`src/rtl/load_store_unit_pkg.sv`:
```
// Shared core types: ALU control, LSU state encoding, RV32I memory width codes
// and small helpers for lane/byte-enable generation and alignment checks.
package load_store_unit_pkg;

    typedef enum logic [3:0] {
        ALU_ADD  = 4'b0000,
        ALU_SUB  = 4'b0001,
        ALU_AND  = 4'b0010,
        ALU_OR   = 4'b0011,
        ALU_XOR  = 4'b0100,
        ALU_SLL  = 4'b0101,
        ALU_SRL  = 4'b0110,
        ALU_SRA  = 4'b0111,
        ALU_SLT  = 4'b1000,
        ALU_SLTU = 4'b1001
    } alu_control_t;

    typedef enum logic [2:0] {
        F3_LB  = 3'b000,
        F3_LH  = 3'b001,
        F3_LW  = 3'b010,
        F3_LBU = 3'b100,
        F3_LHU = 3'b101
    } mem_width_t;

    typedef enum logic [2:0] {
        IDLE   = 3'd0,
        REQ    = 3'd1,
        WAIT_R = 3'd2,
        DONE   = 3'd3,
        FAULT  = 3'd4
    } lsu_state_t;

    // Reserved width codes are treated as faults so they never reach memory.
    function automatic logic is_misaligned(input logic [2:0] funct3, input logic [1:0] off);
        logic fault;
        case (funct3)
            F3_LB, F3_LBU: fault = 1'b0;
            F3_LH, F3_LHU: fault = off[0];
            F3_LW:         fault = (off != 2'b00);
            default:       fault = 1'b1;
        endcase
        return fault;
    endfunction

    // funct3[1:0] encodes the access size for both signed and unsigned variants.
    function automatic logic [3:0] byte_enables(input logic [2:0] funct3, input logic [1:0] off);
        logic [3:0] be;
        case (funct3[1:0])
            2'b00:   be = 4'b0001 << off;
            2'b01:   be = 4'b0011 << off;
            default: be = 4'b1111;
        endcase
        return be;
    endfunction

    // Replicating across lanes lets memory pick the bytes purely from mem_be.
    function automatic logic [31:0] lane_data(input logic [2:0] funct3, input logic [31:0] wdata);
        logic [31:0] d;
        case (funct3[1:0])
            2'b00:   d = {4{wdata[7:0]}};
            2'b01:   d = {2{wdata[15:0]}};
            default: d = wdata;
        endcase
        return d;
    endfunction

endpackage

```
`src/rtl/lsu_load_align.sv`:
```
// Combinational load extraction: selects the addressed byte/half from the raw
// memory word and sign- or zero-extends it according to funct3.
module lsu_load_align
    import load_store_unit_pkg::*;
(
    input  logic [31:0] rdata,
    input  logic [1:0]  off,
    input  logic [2:0]  funct3,
    output logic [31:0] word
);

    logic [31:0] shifted;
    logic        sext;

    // Shift the addressed lane down to bit 0, then extend by access size.
    always_comb begin
        shifted = rdata >> {off, 3'b000};
        sext    = ~funct3[2];
        case (funct3[1:0])
            2'b00:   word = {{24{shifted[7] & sext}}, shifted[7:0]};
            2'b01:   word = {{16{shifted[15] & sext}}, shifted[15:0]};
            default: word = rdata;
        endcase
    end

endmodule

```
`src/rtl/load_store_unit.sv`:
```
// Memory stage: one outstanding data-memory transaction per request over a
// req/gnt + rvalid bus, misalignment faulting and load data extension.
//
// state  | meaning
// IDLE   | ready for a new request (req_ready=1)
// REQ    | mem_req asserted, waiting for mem_gnt
// WAIT_R | load granted, waiting for mem_rvalid
// DONE   | resp_valid pulse with load data (0 for stores)
// FAULT  | resp_valid + resp_misal pulse, memory untouched
module load_store_unit
    import load_store_unit_pkg::*;
#(
    parameter int WIDTH = 32
) (
    input  logic             clk,
    input  logic             rst_n,
    input  logic             req_valid,
    output logic             req_ready,
    input  logic             req_store,
    input  logic [2:0]       req_funct3,
    input  logic [WIDTH-1:0] req_addr,
    input  logic [WIDTH-1:0] req_wdata,
    output logic             resp_valid,
    output logic [WIDTH-1:0] resp_rdata,
    output logic             resp_misal,
    output logic             mem_req,
    output logic             mem_we,
    output logic [WIDTH-1:0] mem_addr,
    output logic [3:0]       mem_be,
    output logic [WIDTH-1:0] mem_wdata,
    input  logic             mem_gnt,
    input  logic             mem_rvalid,
    input  logic [WIDTH-1:0] mem_rdata
);

    lsu_state_t       state, state_nxt;
    logic             accept;
    logic             misal;
    logic [2:0]       cap_funct3;
    logic [1:0]       cap_off;
    logic             we_q;
    logic [WIDTH-1:0] addr_q;
    logic [3:0]       be_q;
    logic [WIDTH-1:0] wdata_q;
    logic [WIDTH-1:0] rdata_q;
    logic [WIDTH-1:0] load_word;

    assign accept = req_valid & (state == IDLE);
    assign misal  = is_misaligned(req_funct3, req_addr[1:0]);

    lsu_load_align u_align (
        .rdata  (mem_rdata),
        .off    (cap_off),
        .funct3 (cap_funct3),
        .word   (load_word)
    );

    // State register.
    always_ff @(posedge clk or negedge rst_n) begin
        if (!rst_n) state <= IDLE;
        else        state <= state_nxt;
    end

    // Next-state logic; gnt/rvalid only matter in the state that waits for them.
    always_comb begin
        state_nxt = state;
        case (state)
            IDLE:    if (accept) state_nxt = misal ? FAULT : REQ;
            REQ:     if (mem_gnt) state_nxt = we_q ? DONE : WAIT_R;
            WAIT_R:  if (mem_rvalid) state_nxt = DONE;
            DONE:    state_nxt = IDLE;
            FAULT:   state_nxt = IDLE;
            default: state_nxt = IDLE;
        endcase
    end

    // Capture request fields at accept and load data on rvalid. Faulting
    // requests leave the memory-side registers untouched.
    always_ff @(posedge clk or negedge rst_n) begin
        if (!rst_n) begin
            cap_funct3 <= '0;
            cap_off    <= '0;
            we_q       <= 1'b0;
            addr_q     <= '0;
            be_q       <= '0;
            wdata_q    <= '0;
            rdata_q    <= '0;
        end else begin
            if (accept) begin
                cap_funct3 <= req_funct3;
                cap_off    <= req_addr[1:0];
                rdata_q    <= '0;
                if (!misal) begin
                    we_q    <= req_store;
                    addr_q  <= {req_addr[WIDTH-1:2], 2'b00};
                    be_q    <= byte_enables(req_funct3, req_addr[1:0]);
                    wdata_q <= req_store ? lane_data(req_funct3, req_wdata) : '0;
                end
            end
            if (state == WAIT_R && mem_rvalid) rdata_q <= load_word;
        end
    end

    assign req_ready  = (state == IDLE);
    assign mem_req    = (state == REQ);
    assign mem_we     = we_q;
    assign mem_addr   = addr_q;
    assign mem_be     = be_q;
    assign mem_wdata  = wdata_q;
    assign resp_valid = (state == DONE) || (state == FAULT);
    assign resp_misal = (state == FAULT);
    assign resp_rdata = (state == DONE) ? rdata_q : '0;

endmodule

```
`config.mk`:
```
export PLATFORM = sky130hd
export DESIGN_NAME = load_store_unit
export DESIGN_NICKNAME = d
export VERILOG_FILES = /design/src/rtl/load_store_unit_pkg.sv /design/src/rtl/lsu_load_align.sv /design/src/rtl/load_store_unit.sv
export SDC_FILE = /design/constraint.sdc
export NUM_CORES = 1
export LEC_CHECK = 0
export CAP_MARGIN = 20
export CORE_MARGIN = 5
export CORE_UTILIZATION = 47
export DETAILED_ROUTE_END_ITERATION = 7
export PLACE_DENSITY_LB_ADDON = 0.05
export SLEW_MARGIN = 25
export SYNTH_ARGS = -nofsm -noshare
export SYNTH_HDL_FRONTEND = slang
export SYNTH_SLANG_ARGS = --single-unit
```
`constraint.sdc`:
```
create_clock -name clk -period 5.4 [get_ports clk]
set_clock_uncertainty 0.05 [all_clocks]
set_input_delay 1.08 -clock clk [delete_from_list [all_inputs] [get_ports clk]]
set_output_delay 1.08 -clock clk [all_outputs]
set_load 0.005 [all_outputs]
```
==> impl_metrics.env <==
export IMPL_synth_warnings=0
export IMPL_fin_crit_ps=3582
export IMPL_synth_fa_ha_area_share_pct=0
export IMPL_post_place_ws_ps=1641
export IMPL_drt_pass1_iter_count=5
export IMPL_grt_pass1_vias=5066
export IMPL_ys_flop_type="dfrtp_1"
export IMPL_wire_per_inst_um=17.86
export IMPL_synth_area_leaders="dfrtp_1 50%, nand2_1 13%, mux2_2 4.2%"
export IMPL_area_delta_synth_final_pct=44.35
export IMPL_clock_sinks=107
export IMPL_worstSetupEndpointType="output port"
export IMPL_grt_usage_pct=23.99
export IMPL_max_cap_viol_count=0
export IMPL_design_die_area_sq_um=13580
export IMPL_ant_nets=0
export IMPL_synth_top_family_by_area="simple AND/OR/NAND/NOR gates"
export IMPL_hold_class="register to register"
export IMPL_grt_max_degree=69
export IMPL_fin_ws_ps=1818
export IMPL_cts_buffer_depth=2
export IMPL_fin_crit_sh_pct=66.33
export IMPL_synthCells=574
export IMPL_antenna_found_initial=0
export IMPL_synth_edff_count=0
export IMPL_synth_mux_area_share_pct=8.212
export IMPL_max_slew_worst_pin_slew_ps=995.1
export IMPL_synth_xor_area_share_pct=0.1642
export IMPL_wirelength_um=16000
export IMPL_layout_drive_gt1_share_pct=6.878
export IMPL_cts_tree="built"
export IMPL_nNetsFinal=857
export IMPL_max_freq_ghz=0.2792
export IMPL_powerDensity_nw_per_um2=463.2
export IMPL_ys_ff_latch=107
export IMPL_cts_inserted_buffers=9
export IMPL_initial_utilization_pct=48.55
export IMPL_cts_setup_buffers=0
export IMPL_synth_top_area_share_pct=50.21
export IMPL_synth_most_common_cell="nand2_1"
export IMPL_dieHeight_um=116.5
export IMPL_gp_congestion=0.8364
export IMPL_ctsHoldBuffers=0
export IMPL_top_level_ports=210
export IMPL_grt_ovfl_total=0
export IMPL_maxSlewViolCount=0
export IMPL_grt_first_pass_wirelength_um=25560
export IMPL_synth_cell_types=47
export IMPL_finalHoldViolCount=0
export IMPL_die_x_um=116.5
export IMPL_async_flop_share_pct=100.0
export IMPL_setup_viol=0
export IMPL_clk_pin_slew_worst_paths_ps=70
export IMPL_cts_repair_resized=0
export IMPL_rsz0062_at_grt="false"
export IMPL_cp_start_kind="register"
export IMPL_ys_seq_area_share_pct=50.21
export IMPL_status="finished, final reports clean"
export IMPL_ys_top_cells_by_count="185 x nand2_1, 107 x dfrtp_1, 33 x and2_1, 33 x nand3_1, 22 x clkbuf_1"
export IMPL_required_ps=4270
export IMPL_drc=0
export IMPL_port_buffers=207
export IMPL_drt_iter0_markers=305
export IMPL_placementRows=38
export IMPL_hpwl_um=11460
export IMPL_cts_root_buf="clkbuf_16"
export IMPL_finalSetupTns_ps=0
export IMPL_dr_total_vias=4878
export IMPL_critPathKind="register to output port"
export IMPL_crit_fanout=33
export IMPL_clock_latency_ps=340
export IMPL_irDropWorstVdd_v=0.0002703
export IMPL_crit_arrival_ps=2450
export IMPL_syn_avg_cell_area_sq_um=9.290
export IMPL_p_leak_uw=0.003551
export IMPL_htreeDepth=3
export IMPL_core_region_area_sq_um=10980
export IMPL_synth_area_sq_um=5333
export IMPL_antennaDiodeCount=0
export IMPL_synth_compound_area_share_pct=13.30
export IMPL_slew_headroom_pct=33.66
export IMPL_viasPerCell=5.444
export IMPL_synth_top_area_cell="dfrtp_1"
export IMPL_yosys_area_share_simple_pct=23.09
[cells by family (layout without fill, tap and decap cells)]
group,after synthesis,after routing
XOR/XNOR,1,1
AND/OR/NAND/NOR,279,279
buffers and inverters,54,235
other,1,2
flip-flops,107,107
AO/OA/AOI/OAI,92,92
multiplexers,40,40
[cells in the final DEF, fill, tap and decap left out, types with 3 or more instances in the layout]
cell type / synthesis / final
clkdlybuf4s50_1: 0 / 205
nand2_1: 185 / 185
dfrtp_1: 107 / 107
and2_1: 33 / 33
nand3_1: 33 / 33
mux2_2: 20 / 20
o21ai_0: 20 / 20
mux2i_1: 19 / 19
a221o_1: 16 / 16
o22ai_1: 14 / 14
nor2_1: 10 / 10
clkbuf_16: 0 / 9
inv_1: 7 / 7
o211a_1: 7 / 7
a22oi_1: 7 / 7
buf_4: 6 / 7
a31oi_1: 6 / 6
a2bb2oi_1: 6 / 6
a21oi_1: 4 / 4
nor3_1: 3 / 3
and3_1: 3 / 3
[state kept, by name, indices dropped and copies added (netlist names)]
signal	cells
rdata_q	32
cap_off	2
mem_be	4
mem_we	1
state	3
cap_funct3	3
mem_wdata	32
mem_addr	30
[per-layer routing]
layer	up-vias	GRT usage, %	wire [um]
met2	218	38.98	7706
met1	2310	28.85	6025
met4	0	10.44	569
met3	38	8.601	1700
li1	2312	-	-
met5	-	0	0
[critical path: stages (launching register included)]
cell,delay (ps)
dfrtp_1,550
and3_1,790
and2_1,250
clkdlybuf4s50_1,510
[final cells by class]
cell class	count	area, sq um
clock buffers	11	242.7
clock inverters	4	51.30
fillers	847	3286
inverters	7	26.28
multi-input cells	414	2415
flip-flops and latches	107	2678
well taps	140	175.2
repair buffers	213	2110
[final timing paths]
kind	start	endpoint	slack (ps)	depth (start not counted)
setup / recovery	state[0]	resp_rdata[23]	1820	3
hold / removal	mem_wdata[5]	mem_wdata[5]	420	2
setup reg to reg	cap_off[0]	rdata_q[28]	2360	4
hold reg to reg	mem_wdata[5]	mem_wdata[5]	420	2
max in group asynchronous	rst_n	mem_addr[6]	3450	2
min in group asynchronous	rst_n	rdata_q[5]	760	1
[where the power goes]
| group | switching, uW | total (uW) | leakage (uW) | internal [uW] |
|---|---|---|---|---|
| combinational | 616 | 1450 | 0.00202 | 836 |
| sequential | 294 | 1460 | 0.00139 | 1160 |
| clock | 288 | 658 | 0.000142 | 370 |
[through the flow]
| stage | power (uW) | cell area (sq um) | std cells | utilization (%) | hold WS (ps) |
|---|---|---|---|---|---|
| 2_1_floorplan | 2108 | 5336 | 575 | - | 398.9 |
| 3_3_place_gp | 2881 | 7402 | 881 | 67.40 | 401.5 |
| 6_report | 3565 | 7697 | 896 | 70.08 | 417.3 |
| 3_5_place_dp | 2928 | 7403 | 881 | 67.41 | 404.7 |
| 5_1_grt | 3825 | 7697 | 896 | 70.08 | 443.8 |
| 4_1_cts | 3604 | 7697 | 896 | 70.08 | 419.9 |
No activity file was read; power rests on OpenSTA's default activity.
